[config.mk]
export PLATFORM = sky130hd
export DESIGN_NAME = gnr_attractor_ctrl
export DESIGN_NICKNAME = d
export VERILOG_FILES = /design/src/rtl/gnr_attractor_ctrl.sv
export SDC_FILE = /design/constraint.sdc
export NUM_CORES = 1
export LEC_CHECK = 0
export CORE_MARGIN = 1
export CORE_UTILIZATION = 55
export CTS_CLUSTER_SIZE = 28
export DETAILED_ROUTE_END_ITERATION = 12
export DONT_BUFFER_PORTS = 1
export HOLD_SLACK_MARGIN = 0.1
export PLACE_DENSITY = 0.7
export RECOVER_POWER = 25
export SYNTH_ARGS = -nofsm -noshare
export SYNTH_HDL_FRONTEND = slang
export SYNTH_SLANG_ARGS = --single-unit
[constraint.sdc]
create_clock -name clk -period 5.3 [get_ports clk]
set_input_delay 0.795 -clock clk [delete_from_list [all_inputs] [get_ports clk]]
set_output_delay 0.795 -clock clk [all_outputs]
set_load 0.01 [all_outputs]
[src/rtl/gnr_attractor_ctrl.sv]
// Floyd tortoise/hare attractor finder driving a two-copy boolean gene-regulatory network array.
// Build option: define GNR_CYCLE_COUNT_EN to add the run_cycles output.
`timescale 1ns/1ps
module gnr_attractor_ctrl #(
   parameter int N_NODES   = 8,
   parameter int CNT_W     = 16,
   parameter int MAX_STEPS = 4096
) (
   input  logic               clk,
   input  logic               rst,
   input  logic               start,
   input  logic [N_NODES-1:0] init_in,
   input  logic [N_NODES-1:0] state_s0,
   input  logic [N_NODES-1:0] state_s1,
   output logic               reset_nos,
   output logic [N_NODES-1:0] init_state,
   output logic               start_s0,
   output logic               start_s1,
   output logic               busy,
   output logic               done,
   output logic               timeout,
   output logic [CNT_W-1:0]   mu_len,
   output logic [CNT_W-1:0]   lambda_len,
`ifdef GNR_CYCLE_COUNT_EN
   output logic [31:0]        run_cycles,
`endif
   output logic [N_NODES-1:0] attractor_state
);

   typedef enum logic [2:0] {
      S_IDLE, S_LOAD, S_FIND, S_PER, S_RELOAD, S_ADV, S_MU, S_DONE
   } state_e;

   localparam logic [CNT_W-1:0] MAX_CNT = CNT_W'(MAX_STEPS);
   localparam logic [CNT_W-1:0] ONE     = CNT_W'(1);

   state_e               state_q;
   logic [CNT_W-1:0]     step_q;     // k in FIND, l in PER, a in ADV, m in MU
   logic                 phase_b_q;
   logic [CNT_W-1:0]     mu_q, lambda_q;
   logic [N_NODES-1:0]   init_q, att_q;
   logic                 busy_q, done_q, timeout_q;
   logic                 eq, hit;
   logic                 adv_s0, adv_s1;

   // NOTE: every signal assigned in always_comb gets a default first so no latch is inferred.
   always_comb begin
      eq     = (state_s0 == state_s1);
      // s0 only equals f^(k/2) at even k; k=0 is the trivial start match
      hit    = eq && !step_q[0] && (step_q >= CNT_W'(2));
      adv_s0 = 1'b0;
      adv_s1 = 1'b0;
      case (state_q)
         S_FIND: begin
            adv_s0 = !hit;
            adv_s1 = !hit;
         end
         S_PER:  adv_s1 = !((step_q != '0) && eq);
         S_ADV:  adv_s1 = 1'b1;
         S_MU: begin
            if (phase_b_q) begin
               adv_s0 = 1'b1;
            end else begin
               adv_s0 = !eq;
               adv_s1 = !eq;
            end
         end
         default: ;
      endcase
   end

   // NOTE: sequential state uses non-blocking assignments only, so every register samples pre-edge values.
   always_ff @(posedge clk) begin
      if (rst) begin
         state_q   <= S_IDLE;
         step_q    <= '0;
         phase_b_q <= 1'b0;
         mu_q      <= '0;
         lambda_q  <= '0;
         init_q    <= '0;
         att_q     <= '0;
         busy_q    <= 1'b0;
         done_q    <= 1'b0;
         timeout_q <= 1'b0;
      end else begin
         case (state_q)
            S_IDLE: begin
               if (start) begin
                  init_q    <= init_in;
                  mu_q      <= '0;
                  lambda_q  <= '0;
                  att_q     <= '0;
                  timeout_q <= 1'b0;
                  busy_q    <= 1'b1;
                  state_q   <= S_LOAD;
               end
            end
            S_LOAD: begin
               step_q  <= '0;
               state_q <= S_FIND;
            end
            S_FIND: begin
               if (hit) begin
                  att_q   <= state_s0;
                  step_q  <= '0;
                  state_q <= S_PER;
               end else if (step_q == MAX_CNT) begin
                  timeout_q <= 1'b1;
                  busy_q    <= 1'b0;
                  done_q    <= 1'b1;
                  state_q   <= S_DONE;
               end else begin
                  step_q <= step_q + ONE;
               end
            end
            S_PER: begin
               if ((step_q != '0) && eq) begin
                  lambda_q <= step_q;
                  state_q  <= S_RELOAD;
               end else begin
                  step_q <= step_q + ONE;
               end
            end
            S_RELOAD: begin
               step_q  <= '0;
               state_q <= S_ADV;
            end
            S_ADV: begin
               // lambda_len >= 1 here, so ADV lasts exactly lambda_len cycles
               if (step_q == lambda_q - ONE) begin
                  step_q    <= '0;
                  phase_b_q <= 1'b0;
                  state_q   <= S_MU;
               end else begin
                  step_q <= step_q + ONE;
               end
            end
            S_MU: begin
               if (!phase_b_q) begin
                  if (eq) begin
                     mu_q    <= step_q;
                     busy_q  <= 1'b0;
                     done_q  <= 1'b1;
                     state_q <= S_DONE;
                  end else begin
                     phase_b_q <= 1'b1;
                  end
               end else begin
                  phase_b_q <= 1'b0;
                  step_q    <= step_q + ONE;
               end
            end
            S_DONE: begin
               done_q  <= 1'b0;
               state_q <= S_IDLE;
            end
            default: state_q <= S_IDLE;
         endcase
      end
   end

`ifdef GNR_CYCLE_COUNT_EN
   logic [31:0] cyc_q;
   always_ff @(posedge clk) begin
      if (rst) begin
         cyc_q <= '0;
      end else if (state_q == S_IDLE) begin
         if (start) cyc_q <= '0;
      end else begin
         cyc_q <= cyc_q + 32'd1;
      end
   end
   assign run_cycles = cyc_q;
`endif

   assign reset_nos       = (state_q == S_LOAD) || (state_q == S_RELOAD);
   assign start_s0        = adv_s0;
   assign start_s1        = adv_s1;
   assign init_state      = init_q;
   assign busy            = busy_q;
   assign done            = done_q;
   assign timeout         = timeout_q;
   assign mu_len          = mu_q;
   assign lambda_len      = lambda_q;
   assign attractor_state = att_q;

endmodule

==> flow_metrics.py, run 1 <==
metrics = {
    "status": {
        "status": "complete, no violations",
    },
    "critical_path": {
        "critical_path.startpoint": "state_q[0]$_SDFFE_PP0P_",
        "critical_path_data_arrival_time_ns": 2.78,
        "timing.setup.critical_path_class": "flip-flop to output pin",
        "critPathMostFrequentCell": "sky130_fd_sc_hd__inv_1",
        "timing.rr.start": "lambda_len[3]$_SDFFE_PP0P_",
        "worst-endpoint-required_ns": 4.51,
        "crit_path_end": "start_s1",
        "timing.critical_path.cells": "inv_1, ha_1, inv_1, nor2_1, o21ai_0, o2111ai_1",
        "crit_family": "compound AO/OA/AOI/OAI gates",
        "path_depth": 6,
        "critical_path.n_buffers_inverters": 2,
        "worst-r2r-setup-slack_ns": 1.93,
        "r2r_end": "step_q[10]$_SDFFE_PP0P_",
        "timing.critical_path.to_type": "output pin",
        "crit_path_max_fanout": 12,
        "critPathMaxStageDelay_ns": 0.60,
        "r2r_cells": 7,
        "timing.critical_path.from_type": "flip-flop",
        "crit_slowest_cell": "sky130_fd_sc_hd__nor2_1",
    },
    "die": {
        "num_io_pins": 81,
        "number_of_placement_rows": 30,
        "floorplan.die_area_um2": 7620,
        "die_height_um": 87.3,
        "start_util_pct": 57.9,
        "die_width_um": 87.3,
        "core-area_um2": 6910,
    },
    "synth": {
        "synthesis.area_um2": 4000,
        "ys_seq_area_share_pct": 35.5,
        "yosys_register_bits": 71,
        "synth_nets": 548,
        "synth-main-ff-cell": "sky130_fd_sc_hd__dfxtp_1",
        "postSynth.asyncResetShare_pct": 0,
        "ys_types": 56,
        "post_synth_inst_count": 513,
        "synth-warning-count": 0,
        "synth_area_per_cell_um2": 7.80,
        "number_of_flops_mapped_to_enable_cells_by_yosys": 0,
    },
    "power_and_ir_drop": {
        "power.leakage_nw": 1.46,
        "powerDensity_nw_per_um2": 379,
        "total_power_consumption_mw": 1.56,
        "vdd_ir_drop_max_uv": 196,
    },
    "timing": {
        "finalHoldWorstSlack_ns": 0.488,
        "max-slew-margin-rel_pct": 10.7,
        "finClkSkew_ns": 0.0165,
        "finalCriticalPeriod_ns": 3.57,
        "final_hold_viol_count": 0,
        "maximum_achievable_frequency_mhz": 280,
        "drv_slew": 0,
        "final_min_period_over_clock_period_pct": 67.4,
        "finalWorstSetupSlack_ns": 1.73,
        "grt_setup_unrepaired": "no",
        "finalSetupTns_ns": 0,
        "worst_pin_slew_ns": 1.34,
        "final-setup-viol-count": 0,
    },
    "global_routing": {
        "first_global_vias": 3268,
        "grtUsageTotal_pct": 27.1,
        "grt_start_max_net_pins": 67,
        "initial_antenna_violation_count": 0,
        "globalRoute.totalOverflow": 0,
        "grt_pass1_wl_um": 16100,
    },
    "place": {
        "gp_congestion": 0.859,
        "half_perimeter_wire_length_after_placement_um": 6860,
        "placement.io_buffers": 0,
        "detailedPlace.worstSlack_ns": 1.96,
    },
    "detailed_routing": {
        "detail_route.drc_violations": 0,
        "totalWireLength_um": 10200,
        "route.detailed.vias_per_inst": 6.44,
        "drtPass1Iterations": 5,
        "detailroute.via_count": 3744,
        "route.antenna.remaining_nets": 0,
        "drt_iter0_markers": 277,
        "post_drt_wl_per_cell_um": 17.6,
    },
    "worst_hold_path": {
        "hold_class": "input port to flip-flop",
    },
    "flow_run": {
        "max_cap_violations": 0,
    },
    "cts": {
        "htree_num_levels": 3,
        "ctsResizeCount": 0,
        "clkLatencyLatePin_ns": 0.37,
        "bufs_on_longest_clock_path": 2,
        "postCtsHoldBufs": 0,
        "cts_root_buffer": "sky130_fd_sc_hd__clkbuf_8",
        "clock_tree_from_tritoncts": "built",
        "clock_sink_count": 71,
        "numCtsBuffers": 9,
        "worst_setup_hold_path_clk_slew_ns": 0.09,
        "post_cts_buffers": 0,
    },
    "final_layout": {
        "num_antenna_cells": 0,
        "count_of_nets_after_finishing": 515,
        "drive_above_1_share_pct": 5.57,
        "fin_util_pct": 59.7,
        "syn2layout_area_growth_pct": 3.00,
        "filler_cell_count": 683,
    },
}
==> sequential cells by signal (all words and copies together) (netlist names) <==
signal / count
lambda_len: 16
done: 1
phase_b_q: 1
timeout: 1
step_q: 16
attractor_state: 8
init_state: 8
state_q: 3
mu_len: 16
busy: 1
==> final cells by class <==
cell class	count	area, µm²	area share, %
clock inverters	7	62.6	1.52
inverters	17	63.8	1.55
multi-input cells	380	2320	56.3
flip-flops and latches	71	1420	34.5
well taps	96	120	2.91
clock buffers	9	124	3.01
repair buffers	1	7.51	0.182
==> stage by stage <==
step	area, µm²	instances
global route	4120	581
detailed placement	3940	565
CTS	4120	581
finish	4120	581
global placement	3940	565
floorplan	4000	513
==> worst min path at each step <==
stage | startpoint | end | slack (ns) | cells after the start
6_report | rst | state_q[2]$_SDFFE_PP0P_ | 0.49 | 1
5_1_grt | rst | mu_len[1]$_SDFFE_PP0P_ | 0.47 | 1
4_1_cts | rst | init_state[1]$_SDFFE_PP0P_ | 0.48 | 1
3_5_place_dp | attractor_state[4]$_SDFFE_PP0P_ | attractor_state[4]$_SDFFE_PP0P_ | 0.48 | 2
3_3_place_gp | attractor_state[2]$_SDFFE_PP0P_ | attractor_state[2]$_SDFFE_PP0P_ | 0.48 | 2
2_1_floorplan | attractor_state[0]$_SDFFE_PP0P_ | attractor_state[0]$_SDFFE_PP0P_ | 0.48 | 2
==> cell usage after synthesis, types with 3 or more instances <==
master | count | share of area, %
sky130_fd_sc_hd__a211oi_1 | 5 | 0.94
sky130_fd_sc_hd__a21o_1 | 4 | 0.75
sky130_fd_sc_hd__a21oi_1 | 41 | 5.1
sky130_fd_sc_hd__a22oi_1 | 16 | 3.0
sky130_fd_sc_hd__a31oi_1 | 13 | 2.0
sky130_fd_sc_hd__and3_1 | 9 | 1.4
sky130_fd_sc_hd__buf_6 | 3 | 0.84
sky130_fd_sc_hd__clkbuf_1 | 38 | 3.6
sky130_fd_sc_hd__dfxtp_1 | 71 | 36
sky130_fd_sc_hd__ha_1 | 8 | 2.5
sky130_fd_sc_hd__inv_1 | 17 | 1.6
sky130_fd_sc_hd__mux2i_1 | 12 | 3.0
sky130_fd_sc_hd__nand2_1 | 60 | 5.6
sky130_fd_sc_hd__nand2b_1 | 4 | 0.63
sky130_fd_sc_hd__nand3_1 | 44 | 5.5
sky130_fd_sc_hd__nand4_1 | 19 | 3.0
sky130_fd_sc_hd__nor2_1 | 36 | 3.4
sky130_fd_sc_hd__nor3_1 | 9 | 1.1
sky130_fd_sc_hd__nor4_1 | 10 | 1.6
sky130_fd_sc_hd__o211ai_1 | 4 | 0.75
sky130_fd_sc_hd__o21ai_0 | 8 | 1.0
sky130_fd_sc_hd__o31ai_1 | 3 | 0.56
sky130_fd_sc_hd__or2_2 | 4 | 0.63
sky130_fd_sc_hd__or3_1 | 3 | 0.47
sky130_fd_sc_hd__or4_1 | 4 | 0.75
sky130_fd_sc_hd__xnor2_1 | 16 | 3.5
sky130_fd_sc_hd__xor2_1 | 11 | 2.4
==> logic make-up (layout without fill, tap and decap cells) <==
kind of cell | after synthesis | in the layout | synth area share (%)
compound gates | 116 | 116 | 19.3
xor+xnor | 27 | 27 | 5.91
fa+ha+maj | 8 | 8 | 2.50
buf+inv | 62 | 34 | 6.44
simple gates | 217 | 217 | 27.4
mux | 12 | 12 | 3.00
flops | 71 | 71 | 35.5
==> layer usage <==
metal,track usage [%],share of wire (%),vias up
met5,0,0,-
met4,13.3,2.4,0
met3,6.35,7.8,27
met2,41.1,45,157
met1,36.0,44,1758
li1,-,-,1802
==> report_power, final <==
part	internal, mW	leakage, nW	switching (mW)
Clock	0.179	0.0863	0.243
Combinational	0.167	0.795	0.354
Sequential	0.570	0.574	0.0471
==> placed cells by master (no fill, tap or decap), types with 9 or more instances in the layout <==
cell / instances
sky130_fd_sc_hd__nor4_1: 10
sky130_fd_sc_hd__xor2_1: 11
sky130_fd_sc_hd__a21oi_1: 41
sky130_fd_sc_hd__nand2_1: 60
sky130_fd_sc_hd__and3_1: 9
sky130_fd_sc_hd__nor3_1: 9
sky130_fd_sc_hd__a31oi_1: 13
sky130_fd_sc_hd__nor2_1: 36
sky130_fd_sc_hd__clkbuf_8: 9
sky130_fd_sc_hd__nand4_1: 19
sky130_fd_sc_hd__nand3_1: 44
sky130_fd_sc_hd__mux2i_1: 12
sky130_fd_sc_hd__inv_1: 17
sky130_fd_sc_hd__dfxtp_1: 71
sky130_fd_sc_hd__xnor2_1: 16
sky130_fd_sc_hd__a22oi_1: 16
Power figures use the tool's default switching activity.
==> run 2: changes to the inputs <==
ABC_AREA = 1   (was unset)
clock period = 3.6 ns   (was 5.3 ns; I/O delays follow)
==> flow_metrics.py, run 2 <==
metrics = {
    "status": {
        "status": "complete, no violations",
    },
    "power_and_ir_drop": {
        "power_report.internal_total_mw": 1.72,
        "comb_power_share_pct": 48.8,
        "netSwitchingPower_mw": 1.54,
        "total_power_consumption_mw": 3.26,
        "vdd_ir_drop_max_uv": 479,
        "clockPowerShare_pct": 17.6,
        "pwr-share-seq_pct": 33.7,
        "powerDensity_nw_per_um2": 742,
        "switching_share_pct": 47.3,
        "power.leakage_nw": 1.88,
    },
    "final_layout": {
        "count_of_nets_after_finishing": 656,
        "drive_above_1_share_pct": 9.47,
        "syn2layout_area_growth_pct": 3.08,
        "final_cell_mix": "162 x sky130_fd_sc_hd__nand2_1, 85 x sky130_fd_sc_hd__nor2_1, 71 x sky130_fd_sc_hd__dfxtp_1",
        "filler_cell_count": 717,
        "num_antenna_cells": 0,
        "mostFrequentLayoutCell": "sky130_fd_sc_hd__nand2_1",
    },
    "timing": {
        "final_min_period_over_clock_period_pct": 80.5,
        "maximum_achievable_frequency_mhz": 345,
        "worst_pin_slew_ns": 0.759,
        "final-setup-viol-count": 0,
        "finalSetupTns_ns": 0,
        "finalCriticalPeriod_ns": 2.90,
        "grt_setup_unrepaired": "no",
        "max-slew-margin-rel_pct": 49.3,
        "final_hold_viol_count": 0,
        "finClkSkew_ns": 0.00863,
        "drv_slew": 0,
    },
    "synth": {
        "ys_seq_area_share_pct": 33.4,
        "count_leader_synth": "sky130_fd_sc_hd__nand2_1",
        "number_of_flops_mapped_to_enable_cells_by_yosys": 0,
        "postSynth.asyncResetShare_pct": 0,
        "synth-warning-count": 0,
        "post-synth-top-area-fraction_pct": 33.4,
        "post_synth_inst_count": 641,
        "synth-main-ff-cell": "sky130_fd_sc_hd__dfxtp_1",
        "ys_types": 42,
        "synthesis.area_um2": 4260,
        "synth_area_per_cell_um2": 6.65,
        "synth.top_cells.by_count": "162 x sky130_fd_sc_hd__nand2_1, 85 x sky130_fd_sc_hd__nor2_1, 71 x sky130_fd_sc_hd__dfxtp_1",
        "post_synth_main_area_contributors": "sky130_fd_sc_hd__dfxtp_1 33%, sky130_fd_sc_hd__nand2_1 14%, sky130_fd_sc_hd__a21oi_1 7.8%, sky130_fd_sc_hd__nor2_1 7.5%, sky130_fd_sc_hd__inv_1 4.9%",
        "yosys_register_bits": 71,
        "synth_nets": 676,
        "synth_area_leader_cell": "sky130_fd_sc_hd__dfxtp_1",
    },
    "global_routing": {
        "globalRoute.totalOverflow": 0,
        "grt_pass1_wl_um": 17300,
        "grt_start_max_net_pins": 61,
        "first_global_vias": 3798,
        "initial_antenna_violation_count": 0,
        "grtUsageTotal_pct": 26.0,
    },
    "critical_path": {
        "critPathMaxStageDelay_ns": 0.51,
        "crit_slowest_cell": "sky130_fd_sc_hd__dfxtp_1",
        "timing.critical_path.from_type": "flip-flop",
        "worst-endpoint-required_ns": 3.06,
        "timing.critical_path.cells": "inv_1, ha_1, nor2_1, nand2_1, nor2_1, a21oi_1, nand2_1, nand2_1, o2111ai_1",
        "critPathMostFrequentCell": "sky130_fd_sc_hd__nand2_1",
        "timing.setup.critical_path_class": "flip-flop to output pin",
        "timing.critical_path.to_type": "output pin",
        "critical_path_data_arrival_time_ns": 2.36,
        "critical_path.n_buffers_inverters": 1,
        "crit_family": "simple AND/OR/NAND/NOR gates",
        "crit_path_max_fanout": 12,
    },
    "cts": {
        "clock_tree_from_tritoncts": "built",
        "postCtsHoldBufs": 0,
        "numCtsBuffers": 9,
        "bufs_on_longest_clock_path": 2,
        "post_cts_buffers": 0,
        "htree_num_levels": 3,
        "clock_sink_count": 71,
        "worst_setup_hold_path_clk_slew_ns": 0.07,
        "ctsResizeCount": 0,
        "cts_root_buffer": "sky130_fd_sc_hd__clkbuf_8",
        "clkLatencyLatePin_ns": 0.35,
    },
    "die": {
        "floorplan.die_area_um2": 8100,
        "number_of_placement_rows": 31,
        "die_height_um": 90.0,
        "start_util_pct": 57.8,
        "die_width_um": 90.0,
        "num_io_pins": 81,
        "core-area_um2": 7370,
    },
    "flow_run": {
        "max_cap_violations": 0,
    },
    "detailed_routing": {
        "route.antenna.remaining_nets": 0,
        "drt_iter0_markers": 197,
        "drtPass1Iterations": 5,
        "totalWireLength_um": 9890,
        "route.detailed.vias_per_inst": 5.39,
        "detail_route.drc_violations": 0,
        "post_drt_wl_per_cell_um": 13.7,
        "detailroute.via_count": 3893,
    },
    "place": {
        "half_perimeter_wire_length_after_placement_um": 7180,
        "gp_congestion": 0.906,
        "placement.io_buffers": 0,
    },
    "worst_hold_path": {
        "hold_class": "input port to flip-flop",
    },
}
## run 2: cell type report
class	instances	area, µm²	area share (%)
clock buffers	12	165	3.76
well taps	99	124	2.82
multi-input cells	469	2410	54.9
inverters	69	259	5.90
flip-flops and latches	71	1420	32.4
clock inverters	1	5.00	0.114
repair buffers	1	7.51	0.171
## run 2: metal layers
metal	vias up	track usage, %	wire [µm]
met4	0	8.74	172
met5	-	0	0
met1	1758	32.4	4490
met3	10	6.43	549
met2	110	43.8	4680
li1	2015	-	-
## run 2: final timing paths
path	from	endpoint	slack (ns)	cells past startpoint
worst min-delay path	rst	busy$_SDFFE_PP0P_	0.26	1
worst min register to register	done$_SDFFE_PP0P_	done$_SDFFE_PP0P_	0.50	2
worst max register to register	step_q[0]$_SDFFE_PP0P_	attractor_state[6]$_SDFFE_PP0P_	1.23	11
worst max-delay path	step_q[0]$_SDFFE_PP0P_	start_s1	0.70	9
## run 2: worst register-to-register path: cells and delay by family, from the launching register on
| kind | cells | cell delay, ns |
|---|---|---|
| AO/OA/AOI/OAI | 2 | 0.21 |
| adder cells (fa/ha/maj) | 1 | 0.23 |
| AND/OR/NAND/NOR | 7 | 1.16 |
| flip-flops | 1 | 0.51 |
| buffers and inverters | 1 | 0.18 |
## run 2: kinds of logic (layout without fill, tap and decap cells)
group / after synthesis / after routing / synth area share (%)
buffers and inverters: 101 / 83 / 10.1
AOI/OAI and AO/OA: 107 / 107 / 14.5
adders and majority gates: 8 / 8 / 2.35
DFF: 71 / 71 / 33.4
xor gates and xnor gates: 24 / 24 / 4.93
and+or+nand+nor: 330 / 330 / 34.7
## run 2: power by group through the flow
stage | clock (mW) | sequential, mW | combinational [mW]
after detailed placement | 0 | 1.11 | 1.59
after floorplan | 0 | 1.07 | 1.38
after global placement | 0 | 1.11 | 1.56
after global routing | 0.626 | 1.12 | 1.81
final | 0.573 | 1.10 | 1.59
after CTS | 0.585 | 1.10 | 1.60
## run 2: per-stage QoR
step / util (%) / hold WS [ns] / setup WS [ns] / area (µm²) / std cells
finish: 59.6 / 0.260 / 0.702 / 4390 / 722
CTS: 59.6 / 0.247 / 0.668 / 4390 / 722
detailed placement: 57.3 / 0.484 / 1.05 / 4220 / 709
global route: 59.6 / 0.242 / 0.468 / 4390 / 722
floorplan: - / 0.467 / 1.49 / 4260 / 641
global placement: 57.3 / 0.482 / 1.07 / 4220 / 709
==> run 3: changes to the inputs <==
PLACE_DENSITY = 0.73   (was 0.7)
clock period = 2.55 ns   (was 3.6 ns; I/O delays follow)
==> flow_metrics.py, run 3 (synthesis gave the netlist of run 2 again) <==
metrics = {
    "global_routing": {
        "met3_usage_pct": 5.92,
        "globalRoute.totalOverflow": 0,
        "globalRouteMet2Util_pct": 43.3,
        "grt_pass1_wl_um": 17300,
        "first_global_vias": 3722,
        "busiest_layer_in_global_routing": "met2",
        "grt_start_max_net_pins": 53,
        "grtUsageTotal_pct": 26.1,
        "initial_antenna_violation_count": 0,
        "groute.layer.met1.usage_pct": 32.5,
    },
    "timing": {
        "final_min_period_over_clock_period_pct": 91.3,
        "drv_slew": 0,
        "max-slew-margin-rel_pct": 69.4,
        "final-setup-viol-count": 0,
        "grt_setup_unrepaired": "no",
        "finalCriticalPeriod_ns": 2.33,
        "finClkSkew_ns": 0.00633,
        "maximum_achievable_frequency_mhz": 430,
        "worst_pin_slew_ns": 0.458,
        "finalHoldWorstSlack_ns": 0.106,
        "final_hold_viol_count": 0,
        "finalWorstSetupSlack_ns": 0.222,
        "finalSetupTns_ns": 0,
    },
    "die": {
        "number_of_placement_rows": 31,
        "core-area_um2": 7370,
        "floorplan.die_area_um2": 8100,
        "num_io_pins": 81,
        "die_width_um": 90.0,
        "start_util_pct": 57.8,
        "die_height_um": 90.0,
    },
    "cts": {
        "clock_sink_count": 71,
        "numCtsBuffers": 9,
        "clock_tree_from_tritoncts": "built",
        "worst_setup_hold_path_clk_slew_ns": 0.07,
        "bufs_on_longest_clock_path": 2,
        "cts_root_buffer": "sky130_fd_sc_hd__clkbuf_8",
        "post_cts_buffers": 0,
        "htree_num_levels": 3,
        "clkLatencyLatePin_ns": 0.34,
    },
    "detailed_routing": {
        "drt_iter0_markers": 291,
        "totalWireLength_um": 10400,
        "detail_route.drc_violations": 0,
        "drtPass1Iterations": 5,
        "route.antenna.remaining_nets": 0,
        "route.detailed.vias_per_inst": 5.48,
        "detailroute.via_count": 4019,
        "post_drt_wl_per_cell_um": 14.2,
    },
    "status": {
        "status": "complete, no violations",
    },
    "place": {
        "post_dp_cell_area_um2": 4270,
        "detailedPlace.worstSlack_ns": 0.351,
        "placement.io_buffers": 0,
        "half_perimeter_wire_length_after_placement_um": 7370,
        "gp_congestion": 1.01,
    },
    "critical_path": {
        "crit_slowest_cell": "sky130_fd_sc_hd__dfxtp_2",
        "r2r_cells": 15,
        "crit_family": "compound AO/OA/AOI/OAI gates",
        "path_depth": 9,
        "timing.setup.critical_path_class": "flip-flop to output pin",
        "critPathMaxStageDelay_ns": 0.37,
        "worst-endpoint-required_ns": 2.17,
        "timing.critical_path.cells": "inv_1, ha_1, nor2_1, nand2_1, nor2_1, a21oi_1, nand2_1, nand2_1, o2111ai_1",
        "critPathMostFrequentCell": "sky130_fd_sc_hd__nand2_1",
        "critical_path.n_buffers_inverters": 1,
        "timing.critical_path.from_type": "flip-flop",
        "timing.critical_path.to_type": "output pin",
        "crit_path_max_fanout": 7,
        "critical_path_data_arrival_time_ns": 1.95,
    },
    "final_layout": {
        "count_of_nets_after_finishing": 666,
        "mostFrequentLayoutCell": "sky130_fd_sc_hd__nand2_1",
        "final_cell_mix": "162 x sky130_fd_sc_hd__nand2_1, 85 x sky130_fd_sc_hd__nor2_1, 70 x sky130_fd_sc_hd__dfxtp_1",
        "fin_util_pct": 61.1,
        "syn2layout_area_growth_pct": 5.70,
        "post-route-cell-area_um2": 4500,
        "num_antenna_cells": 0,
        "drive_above_1_share_pct": 10.7,
    },
    "worst_hold_path": {
        "hold_class": "input port to flip-flop",
        "hold_path_depth": 1,
    },
    "power_and_ir_drop": {
        "power.leakage_nw": 1.94,
        "powerDensity_nw_per_um2": 1060,
        "vdd_ir_drop_max_uv": 689,
    },
    "flow_run": {
        "max_cap_violations": 0,
    },
}
run 3: cell count changes in the layout (fill, tap and decap cells not counted), sizes merged:
cell         previous run  this run
buf                     1         8
dlygate4sd3             0         3
bufinv                  0         1
clkinvlp                0         1
run 3: path summary, 6_finish.rpt:
kind,start,endpoint,slack [ns]
worst max-delay path,step_q[0]$_SDFFE_PP0P_,start_s1,0.22
worst min-delay path,rst,state_q[1]$_SDFFE_PP0P_,0.11
worst max register to register,lambda_len[0]$_SDFFE_PP0P_,step_q[2]$_SDFFE_PP0P_,0.35
worst min register to register,done$_SDFFE_PP0P_,done$_SDFFE_PP0P_,0.50
run 3: power breakdown:
part	internal (mW)	switching (mW)	total, mW	leakage, nW
clock	0.499	0.406	0.904	0.0985
sequential	1.30	0.244	1.54	0.578
combinational	0.747	1.59	2.33	1.26
total	2.54	2.24	4.78	1.94
run 3: per-stage QoR:
step,cells,power (mW)
final,734,4.78
after global routing,734,5.16
after CTS,733,4.77
after detailed placement,716,3.86
after global placement,716,3.80
after floorplan,641,3.46
run 3: repair_timing:
item | CTS | global route
hold endpoints to repair | 9 | 6
setup endpoints to repair | 0 | 2
hold buffers | 2 | 1
resized for setup | 0 | 1
run 3: layout make-up:
| type | instances | area [µm²] |
|---|---|---|
| flip-flops and latches | 71 | 1420 |
| inverters | 69 | 259 |
| multi-input cells | 469 | 2410 |
| well taps | 99 | 124 |
| fillers | 706 | 2870 |
| clock inverters | 3 | 42.5 |
| clock buffers | 12 | 155 |
| repair buffers | 11 | 90.1 |
run 3: per-layer routing:
layer	share of wire, %	up-vias
li1	-	2037
met1	44	1814
met2	46	147
met3	8.0	21
met4	2.1	0
met5	0	-
